==> src/rtl/stream_demux2_if.sv <==
// Bundle of upstream and downstream stream signals for the two-way packet demultiplexer.
// The master side feeds beats in and consumes both outputs; the slave side is the demux.
interface stream_demux2_if #(
    parameter int DATA_W = 8
);
    logic              s_valid;
    logic              s_ready;
    logic [DATA_W-1:0] s_data;
    logic              s_sel;
    logic              s_last;

    logic              m0_valid;
    logic              m0_ready;
    logic [DATA_W-1:0] m0_data;
    logic              m0_last;

    logic              m1_valid;
    logic              m1_ready;
    logic [DATA_W-1:0] m1_data;
    logic              m1_last;

    logic [7:0]        pkt_cnt0;
    logic [7:0]        pkt_cnt1;

    modport master (
        output s_valid, s_data, s_sel, s_last, m0_ready, m1_ready,
        input  s_ready, m0_valid, m0_data, m0_last, m1_valid, m1_data, m1_last,
        input  pkt_cnt0, pkt_cnt1
    );

    modport slave (
        input  s_valid, s_data, s_sel, s_last, m0_ready, m1_ready,
        output s_ready, m0_valid, m0_data, m0_last, m1_valid, m1_data, m1_last,
        output pkt_cnt0, pkt_cnt1
    );
endinterface

==> src/rtl/stream_demux2.sv <==
// Routes whole packets from one stream input to one of two outputs, chosen by s_sel on the
// first beat; each output has its own 2-entry FIFO so a stalled output never blocks the other.
module stream_demux2 #(
    parameter int DATA_W = 8
) (
    input logic             clk,
    input logic             rst_n,
    stream_demux2_if.slave  bus
);
    typedef enum logic [1:0] {
        IDLE  = 2'd0,
        LOCK0 = 2'd1,
        LOCK1 = 2'd2
    } route_state_t;

    route_state_t      state_reg;
    logic              target;
    logic              accept;
    logic [1:0]        m_ready;
    logic [1:0]        m_valid;
    logic [1:0]        m_last;
    logic [1:0]        fifo_full;
    logic [DATA_W-1:0] m_data [2];
    logic [7:0]        pkt_cnt [2];

    always_comb begin
        target = bus.s_sel;
        case (state_reg)
            LOCK0:   target = 1'b0;
            LOCK1:   target = 1'b1;
            default: target = bus.s_sel;
        endcase
    end

    // Ready only looks at the targeted FIFO; a pop in the same cycle does not free a full one.
    assign bus.s_ready = rst_n && !fifo_full[target];
    assign accept      = bus.s_valid && bus.s_ready;

    always_ff @(posedge clk or negedge rst_n) begin
        if (!rst_n) begin
            state_reg <= IDLE;
        end else if (accept) begin
            case (state_reg)
                IDLE: begin
                    if (!bus.s_last) begin
                        state_reg <= bus.s_sel ? LOCK1 : LOCK0;
                    end
                end
                LOCK0, LOCK1: begin
                    if (bus.s_last) begin
                        state_reg <= IDLE;
                    end
                end
                default: state_reg <= IDLE;
            endcase
        end
    end

    assign m_ready = {bus.m1_ready, bus.m0_ready};

    for (genvar gi = 0; gi < 2; gi++) begin : g_out
        logic [DATA_W-1:0] data_mem [2];
        logic [1:0]        last_mem;
        logic              rd_ptr_reg;
        logic              wr_ptr_reg;
        logic [1:0]        count_reg;
        logic [7:0]        pkt_cnt_reg;
        logic              push;
        logic              pop;

        assign push = accept && (target == 1'(gi));
        assign pop  = m_valid[gi] && m_ready[gi];

        always_ff @(posedge clk or negedge rst_n) begin
            if (!rst_n) begin
                data_mem[0] <= '0;
                data_mem[1] <= '0;
                last_mem    <= '0;
                rd_ptr_reg  <= 1'b0;
                wr_ptr_reg  <= 1'b0;
                count_reg   <= 2'd0;
                pkt_cnt_reg <= 8'd0;
            end else begin
                if (push) begin
                    data_mem[wr_ptr_reg] <= bus.s_data;
                    last_mem[wr_ptr_reg] <= bus.s_last;
                    wr_ptr_reg           <= ~wr_ptr_reg;
                    if (bus.s_last) begin
                        pkt_cnt_reg <= pkt_cnt_reg + 8'd1;
                    end
                end
                if (pop) begin
                    rd_ptr_reg <= ~rd_ptr_reg;
                end
                case ({push, pop})
                    2'b10:   count_reg <= count_reg + 2'd1;
                    2'b01:   count_reg <= count_reg - 2'd1;
                    default: count_reg <= count_reg;
                endcase
            end
        end

        // Outputs come straight from storage so nothing on s_* reaches m*_* combinationally.
        assign m_valid[gi]   = (count_reg != 2'd0);
        assign fifo_full[gi] = (count_reg == 2'd2);
        assign m_data[gi]    = data_mem[rd_ptr_reg];
        assign m_last[gi]    = last_mem[rd_ptr_reg];
        assign pkt_cnt[gi]   = pkt_cnt_reg;
    end

    assign bus.m0_valid = m_valid[0];
    assign bus.m0_data  = m_data[0];
    assign bus.m0_last  = m_last[0];
    assign bus.m1_valid = m_valid[1];
    assign bus.m1_data  = m_data[1];
    assign bus.m1_last  = m_last[1];
    assign bus.pkt_cnt0 = pkt_cnt[0];
    assign bus.pkt_cnt1 = pkt_cnt[1];
endmodule

==> src/flat_wrapper.sv <==
// flat-port wrapper written by rule: the top's interface ports become plain ports
module stream_demux2_flat 
#(
    parameter int DATA_W = 8
)
  (clk, rst_n, bus_s_valid, bus_s_data, bus_s_sel, bus_s_last, bus_m0_ready, bus_m1_ready, bus_s_ready, bus_m0_valid, bus_m0_data, bus_m0_last, bus_m1_valid, bus_m1_data, bus_m1_last, bus_pkt_cnt0, bus_pkt_cnt1);
  stream_demux2_if #(.DATA_W(DATA_W)) bus_i ();
  input logic clk;
  input logic rst_n;
  input wire logic [$bits(bus_i.s_valid)-1:0] bus_s_valid;
  input wire logic [$bits(bus_i.s_data)-1:0] bus_s_data;
  input wire logic [$bits(bus_i.s_sel)-1:0] bus_s_sel;
  input wire logic [$bits(bus_i.s_last)-1:0] bus_s_last;
  input wire logic [$bits(bus_i.m0_ready)-1:0] bus_m0_ready;
  input wire logic [$bits(bus_i.m1_ready)-1:0] bus_m1_ready;
  output wire logic [$bits(bus_i.s_ready)-1:0] bus_s_ready;
  output wire logic [$bits(bus_i.m0_valid)-1:0] bus_m0_valid;
  output wire logic [$bits(bus_i.m0_data)-1:0] bus_m0_data;
  output wire logic [$bits(bus_i.m0_last)-1:0] bus_m0_last;
  output wire logic [$bits(bus_i.m1_valid)-1:0] bus_m1_valid;
  output wire logic [$bits(bus_i.m1_data)-1:0] bus_m1_data;
  output wire logic [$bits(bus_i.m1_last)-1:0] bus_m1_last;
  output wire logic [$bits(bus_i.pkt_cnt0)-1:0] bus_pkt_cnt0;
  output wire logic [$bits(bus_i.pkt_cnt1)-1:0] bus_pkt_cnt1;
  assign bus_i.s_valid = bus_s_valid;
  assign bus_i.s_data = bus_s_data;
  assign bus_i.s_sel = bus_s_sel;
  assign bus_i.s_last = bus_s_last;
  assign bus_i.m0_ready = bus_m0_ready;
  assign bus_i.m1_ready = bus_m1_ready;
  assign bus_s_ready = bus_i.s_ready;
  assign bus_m0_valid = bus_i.m0_valid;
  assign bus_m0_data = bus_i.m0_data;
  assign bus_m0_last = bus_i.m0_last;
  assign bus_m1_valid = bus_i.m1_valid;
  assign bus_m1_data = bus_i.m1_data;
  assign bus_m1_last = bus_i.m1_last;
  assign bus_pkt_cnt0 = bus_i.pkt_cnt0;
  assign bus_pkt_cnt1 = bus_i.pkt_cnt1;
  stream_demux2 #(.DATA_W(DATA_W)) u_core (.clk(clk), .rst_n(rst_n), .bus(bus_i));
endmodule
==> config.mk <==
export PLATFORM = sky130hd
export DESIGN_NAME = stream_demux2_flat
export DESIGN_NICKNAME = d
export VERILOG_FILES = /design/src/rtl/stream_demux2_if.sv /design/src/rtl/stream_demux2.sv /design/src/flat_wrapper.sv
export SDC_FILE = /design/constraint.sdc
export NUM_CORES = 1
export LEC_CHECK = 0
export CORE_AREA = 2 2 113 115
export CTS_BUF_LIST = sky130_fd_sc_hd__clkbuf_16
export CTS_CLUSTER_SIZE = 40
export DETAILED_ROUTE_END_ITERATION = 7
export DIE_AREA = 0 0 115 117
export GPL_ROUTABILITY_DRIVEN = 0
export GPL_TIMING_DRIVEN = 0
export HOLD_SLACK_MARGIN = 0.12
export PLACE_DENSITY = 0.53
export RECOVER_POWER = 100
export SLEW_MARGIN = 20
export SYNTH_ARGS = -nofsm -noshare
export SYNTH_HDL_FRONTEND = slang
export SYNTH_SLANG_ARGS = --single-unit
==> constraint.sdc <==
create_clock -name clk -period 6.62 [get_ports clk]
set_input_delay 1.986 -clock clk [delete_from_list [all_inputs] [get_ports clk]]
set_output_delay 1.986 -clock clk [all_outputs]
set_load 0.01 [all_outputs]
=== Word-level counts from Yosys, hierarchy flattened ===
Index checks and enable logic that the tools add are counted.

* Add/sub/neg operators: 6
* Order comparisons: 13
* Eq/ne operators: 10
* Multiplexer cells: 31
* Bitwise logic cells: 9
* Reduce and logical (&&, ||, !) cells: 20

{| class="wikitable"
|+ Operator list
! cell !! count
|-
| 8-bit 2-to-1 mux || 8
|-
| 16-bit bitwise mux || 2
|-
| 8-bit by 1-bit adder with 8-bit output, second input constant || 2
|-
| 8-bit demux with 1-bit select || 2
|-
| 2-bit case mux with 2 select lines || 3
|-
| 2-bit equality test, second input constant || 5
|-
| 1-bit logical AND || 10
|-
| 1-bit by 2-bit < comparator with 1-bit output, second input constant || 5
|-
| 2-bit >= comparator, second input constant || 4
|-
| 1-bit 2-to-1 mux || 8
|-
| 1-bit NOT with 2-bit output || 4
|-
| 2-bit nonzero test || 4
|-
| 2-bit by 1-bit equality test with 1-bit output, second input constant || 3
|-
| 2-bit 2-to-1 mux || 3
|-
| 1-bit NOT || 5
|-
| 2-bit by 1-bit adder with 2-bit output, second input constant || 2
|-
| 2-bit bitwise mux || 2
|-
| 2-bit by 1-bit < comparator with 1-bit output, second input constant || 2
|-
| 2-bit inequality test, second input constant || 2
|-
| 2-bit AND reduction || 2
|-
| 2-bit by 1-bit subtractor with 2-bit output, second input constant || 2
|-
| 3-bit AND reduction || 1
|-
| 1-bit demux with 1-bit select || 2
|-
| 1-bit >= comparator, second input constant || 2
|-
| 4 further kinds || 4
|}

* Bits in registers: 62
* Output and inout bits: 37

=== Depth between registers and ports, before layout ===
Gate-level depths: netlist of the first run.

* Depth after elaboration: 10
* Depth in mapped cells: 9
* Depth with buffers taken out: 9

=== Least setup slack after synthesis of the first run ===
Ideal clock, no wire load.

* Path type: input -> output
* Start point: input port bus_s_sel
* End point: output port bus_s_ready
* Arrival: 2.609 ns
* Required time: 4.634 ns
* Setup slack: 2.025 ns
* Cell stages on the path: 3
* Path through: mux2i_2 mux2i_1 and2_1

* Longest elaborated chain between the ends: 5

{| class="wikitable"
|+ Ends and longest elaborated chain
! element !! line !! text
|-
| from (decl) || flat_wrapper.sv:12 || <nowiki>input wire logic [$bits(bus_i.s_sel)-1:0] bus_s_sel;</nowiki>
|-
| 1-bit case mux with 2 select lines || stream_demux2.sv:28 || <nowiki>case (state_reg)</nowiki>
|-
| 1-bit 2-to-1 mux (not written as such) (2 in series) || stream_demux2.sv:36 || <nowiki>assign bus.s_ready = rst_n && !fifo_full[target];</nowiki>
|-
| 1-bit logical NOT || stream_demux2.sv:36 ||
|-
| 1-bit logical AND || stream_demux2.sv:36 ||
|-
| to (decl) || flat_wrapper.sv:16 || <nowiki>output wire logic [$bits(bus_i.s_ready)-1:0] bus_s_ready;</nowiki>
|}

No other way between the ends. The select of a mux whose other input is x is not followed.

=== Worst setup path after layout of the first run ===
Same ends and word-level chain as after synthesis.

==> results of run 1 <==
logic make-up after synthesis:
kind of cell,count (synthesis),synth area share
AOI/OAI and AO/OA,5,0.0105
xor gates and xnor gates,24,0.0732
adders and majority gates,6,0.0261
buffers and inverters,8,0.0113
DFF,62,0.540
muxes,59,0.232
and+or+nand+nor,46,0.107
metal layers:
layer,up-vias,wire length [um],GRT usage
met5,-,0,0
li1,855,-,-
met4,0,93,0.0434
met1,896,2790,0.115
met2,36,2970,0.150
met3,7,253,0.0330
power groups by stage:
| stage | registers (mW) | logic (mW) | clock network [mW] |
|---|---|---|---|
| finish | 0.646 | 0.727 | 0.443 |
| global route | 0.668 | 0.801 | 0.477 |
| CTS | 0.656 | 0.817 | 0.458 |
| detailed placement | 0.662 | 0.811 | 0 |
| global placement | 0.652 | 0.803 | 0 |
| floorplan | 0.644 | 0.486 | 0 |
worst register-to-register path, delay by kind of cell (launching register included):
family	cells	cell delay, ps
fa+ha+maj	1	340
mux	2	740
simple gates	2	1620
flops	1	400
buf+inv	2	710
cell usage after synthesis (2+ instances only):
| library cell | number |
|---|---|
| sky130_fd_sc_hd__nand2_1 | 9 |
| sky130_fd_sc_hd__xor2_1 | 10 |
| sky130_fd_sc_hd__nor3_1 | 2 |
| sky130_fd_sc_hd__nor2_8 | 2 |
| sky130_fd_sc_hd__and3_1 | 3 |
| sky130_fd_sc_hd__nand4_1 | 5 |
| sky130_fd_sc_hd__nand2_2 | 2 |
| sky130_fd_sc_hd__inv_1 | 3 |
| sky130_fd_sc_hd__ha_1 | 6 |
| sky130_fd_sc_hd__nor2_1 | 6 |
| sky130_fd_sc_hd__mux2_2 | 57 |
| sky130_fd_sc_hd__dfrtp_1 | 62 |
| sky130_fd_sc_hd__a21oi_1 | 2 |
| sky130_fd_sc_hd__nor2b_1 | 2 |
| sky130_fd_sc_hd__clkbuf_1 | 3 |
| sky130_fd_sc_hd__and2_1 | 3 |
| sky130_fd_sc_hd__or2_2 | 2 |
| sky130_fd_sc_hd__xnor2_1 | 14 |
| sky130_fd_sc_hd__nand3_1 | 4 |
| sky130_fd_sc_hd__nor3_2 | 3 |
how the worst min path moves through the flow:
stage               depth (start not counted)                            to
global placement                            1        u_core.bus.pkt_cnt1[7]
CTS                                         1        u_core.bus.pkt_cnt1[7]
finish                                      1        u_core.bus.pkt_cnt1[7]
detailed placement                          1        u_core.bus.pkt_cnt1[7]
floorplan                                   1  u_core.g_out[0].count_reg[1]
global route                                1        u_core.bus.pkt_cnt1[7]
layout make-up:
type | count | area (um^2)
multi-input cells | 140 | 1210
plain buffers | 3 | 11.3
inverters | 5 | 20.0
fillers | 1246 | 8520
well taps | 150 | 188
repair buffers | 52 | 528
flip-flops and latches | 62 | 1550
clock inverters | 7 | 58.8
clock buffers | 9 | 225
placed cells by master, fill, tap and decap left out:
master                            netlist  final
sky130_fd_sc_hd__xor2_1                10     10
sky130_fd_sc_hd__inv_1                  3      7
sky130_fd_sc_hd__clkinv_1               0      1
sky130_fd_sc_hd__mux2_1                 0      4
sky130_fd_sc_hd__clkinv_2               0      1
sky130_fd_sc_hd__buf_4                  0      1
sky130_fd_sc_hd__and4_1                 1      1
sky130_fd_sc_hd__nor3_1                 2      6
sky130_fd_sc_hd__bufinv_16              0      1
sky130_fd_sc_hd__nor3b_1                0      1
sky130_fd_sc_hd__nand2_1                9     11
sky130_fd_sc_hd__nor2b_1                2      2
sky130_fd_sc_hd__xnor2_1               14     14
sky130_fd_sc_hd__a21oi_1                2      2
sky130_fd_sc_hd__clkdlybuf4s50_1        0     16
sky130_fd_sc_hd__and2_1                 3      1
sky130_fd_sc_hd__clkbuf_1               3      3
sky130_fd_sc_hd__nand3_1                4      4
sky130_fd_sc_hd__ha_1                   6      6
sky130_fd_sc_hd__a31oi_1                1      1
sky130_fd_sc_hd__nand4_1                5      5
sky130_fd_sc_hd__or2_2                  2      2
sky130_fd_sc_hd__mux2i_1                1      2
sky130_fd_sc_hd__buf_12                 0      1
sky130_fd_sc_hd__mux2_2                57     53
sky130_fd_sc_hd__a32oi_1                1      1
sky130_fd_sc_hd__dfrtp_1               62     62
sky130_fd_sc_hd__clkinv_4               0      1
sky130_fd_sc_hd__clkinvlp_2             0      1
sky130_fd_sc_hd__clkbuf_16              0      9
sky130_fd_sc_hd__and3_1                 3      3
sky130_fd_sc_hd__dlygate4sd3_1          0     34
sky130_fd_sc_hd__nor2_1                 6      8
sky130_fd_sc_hd__and2_0                 0      2
sky130_fd_sc_hd__o21ai_0                1      1
through the flow:
stage                     instance area, um^2  setup WS (ps)  std cells  TNS, ps  utilization
after floorplan                          2870           2030        210        0            -
after global placement                   3570           -927        411    -4690        0.290
after detailed placement                 3590            956        412        0        0.291
after CTS                                3870            929        428        0        0.314
after global routing                     3790            745        428        0        0.308
final                                    3790            833        428        0        0.308
==> impl_table.tex, run 1 <==
\begin{tabular}{lr}
\hline
Metric & Value \\
\hline
\multicolumn{2}{l}{\textbf{Routing}} \\
DRC Markers & 0 \\
Routed wire per std cell & between 10 and 15 um \\
First-pass iteration count of the detailed router & 5 \\
Total wirelength of the detailed-routed design & 6120 um \\
Routed vias & 1794 \\
Vias per Instance & 4.19 \\
Drt initial violations & 58 \\
Number of nets still failing antenna checks after routing & 0 \\
\multicolumn{2}{l}{\textbf{Worst setup path}} \\
CP endpoint & bus\_s\_ready \\
Required arrival time at the worst endpoint & 4630 ps \\
Buffers \& Inverters on Critical Path & 2 \\
Largest fanout on the critical path & 3 \\
Terminus of the critical flop-to-flop path & u\_core.g\_out[0].data\_mem[8] \\
Worst reg2reg path depth & 7 \\
CP cell instances & dlygate4sd3\_1 > mux2i\_1 > mux2i\_1 > and2\_1 > dlygate4sd3\_1 \\
Kind of capture point of the worst setup path & primary output \\
Max stage delay cell, worst path & sky130\_fd\_sc\_hd\_\_dlygate4sd3\_1 \\
Startpoint types & input pin \\
Arrival time of data at the critical path endpoint & around 3800 ps \\
Levels on crit path & 5 \\
Longest individual stage delay on the worst path & approximately 610 ps \\
Register-to-Register Setup Slack & 2690 ps \\
Worst reg2reg startpoint & u\_core.state\_reg[1] \\
Startpoint of the most critical setup path & bus\_s\_sel \\
Top delay family on crit path & buffers and inverters \\
Critical path type & in -> out \\
\multicolumn{2}{l}{\textbf{Power}} \\
Logic pwr share & 0.400 \\
Clk network pwr share & 0.244 \\
Sequential share of power & 0.356 \\
Power Density & around 480 nW/um\^{}2 \\
Worst VDD drop & 0.0953 mV \\
Post-route total power & 1.82 mW \\
Switching share of total power & 0.310 \\
Pleak & 1.68 nW \\
P\_sw & 0.563 mW \\
Internal Pwr Total & 1.25 mW \\
\multicolumn{2}{l}{\textbf{Clock network}} \\
TritonCTS buffer count & 9 \\
Clock-pin transition on the worst setup and hold timing paths & $\sim$50 ps \\
Clk Latency, worst-skew pair & about 320 ps \\
Deepest clock path buffer count & 2 \\
Hold bufs inserted after CTS & 0 \\
Root Buffer & sky130\_fd\_sc\_hd\_\_clkbuf\_16 \\
TritonCTS clock tree & yes \\
Total setup buffers inserted after CTS & 0 \\
H-tree levels & 3 \\
TritonCTS sink count & between 60 and 70 \\
\# resized after CTS & 0 \\
\multicolumn{2}{l}{\textbf{Floorplanning}} \\
Num rows & 41 \\
Die height & 117 um \\
Die outline width & approximately 120 um \\
Effective utilization at floorplan & 0.233 \\
Overall die area & between 10000 and 15000 um\^{}2 \\
Area of the placeable core & 12300 um\^{}2 \\
Number of top-level pins & 52 \\
\multicolumn{2}{l}{\textbf{Worst hold path}} \\
Hold wc startpoint & u\_core.bus.pkt\_cnt1[7] \\
Type of the most critical hold path & reg -> reg \\
\multicolumn{2}{l}{\textbf{Timing}} \\
Period utilization & 0.874 \\
WHS & $\sim$470 ps \\
Max frequency & around 170 MHz \\
Max transition margin & 0.307 \\
Worst clock skew on the final layout & 6.21 ps \\
Number of pins exceeding their max-slew limit in the final report & 0 \\
Unrepaired setup endpoints after global routing & no \\
Slew @ Worst Pin & 1030 ps \\
Final critical-path required period & 5790 ps \\
Count of endpoints failing setup in the final report & 0 \\
Final Hold Vio Count & 0 \\
\multicolumn{2}{l}{\textbf{Placed design}} \\
Port Buffers & 51 \\
HPWL reported at the end of detailed placement & 4290 um \\
\multicolumn{2}{l}{\textbf{Synth}} \\
Net count after synthesis & 231 \\
Asr flop ratio synth & 1.00 \\
Per-instance average area after synthesis & 13.7 um\^{}2 \\
Flops \& latches, synth & 62 \\
Leading register cell type out of synthesis & sky130\_fd\_sc\_hd\_\_dfrtp\_1 \\
Post-synth EDFFs & 0 \\
Cell area after synthesis & approximately 2900 um\^{}2 \\
Synth Instances & 210 \\
Proportion of synthesized chip area in sequential cells & 0.540 \\
Warnings from Yosys & 0 \\
Cell type contributing the most total cell area after synthesis & sky130\_fd\_sc\_hd\_\_dfrtp\_1 \\
Post-synth cell types & 30 \\
Most area-consuming cells after synthesis & sky130\_fd\_sc\_hd\_\_dfrtp\_1 54\%, sky130\_fd\_sc\_hd\_\_mux2\_2 22\%, sky130\_fd\_sc\_hd\_\_xnor2\_1 4.3\% \\
Share of the synthesized area in the top cell type & 0.540 \\
\multicolumn{2}{l}{\textbf{Finish}} \\
Layout cells sized above 1 & 0.252 \\
Count of antenna diodes in the layout & 0 \\
Final Net Count & 294 \\
Number of flip-flops under the largest register name & 32 \\
Biggest register & u\_core.g\_out.data\_mem \\
Synth-to-Final Area Change & 32.0\% \\
\multicolumn{2}{l}{\textbf{Global routing}} \\
Number of antenna violations at the first check in global routing & 0 \\
Pin count of the biggest net entering global routing & 38 \\
Number of global-route vias before repair & 1828 \\
GRT Util Overall & 0.0943 \\
Global-route congestion overflow total & 0 \\
First-pass GRT wire length & 9430 um \\
\multicolumn{2}{l}{\textbf{Status}} \\
Run status & completed \\
\multicolumn{2}{l}{\textbf{Flow run}} \\
Max Cap Violations & 0 \\
\hline
\end{tabular}
No activity file was read; power rests on OpenSTA's default activity.
==> run 2, diff against run 1 <==
==> constraint.sdc (replaced) <==
create_clock -name clk -period 7 [get_ports clk]
set_input_delay 2.1 -clock clk [delete_from_list [all_inputs] [get_ports clk]]
set_output_delay 2.1 -clock clk [all_outputs]
set_load 0.01 [all_outputs]
==> results of run 2 <==
The final DEF is identical to that of run 1. Status: completed.
Among the figures that moved: setup slack after placement 956 ps -> 1110 ps; setup slack after layout 833 ps -> 985 ps; register-to-register setup slack 2690 ps -> 3070 ps; total power 1.82 mW -> 1.72 mW; worst IR drop on VDD 0.0953 mV -> 0.0902 mV
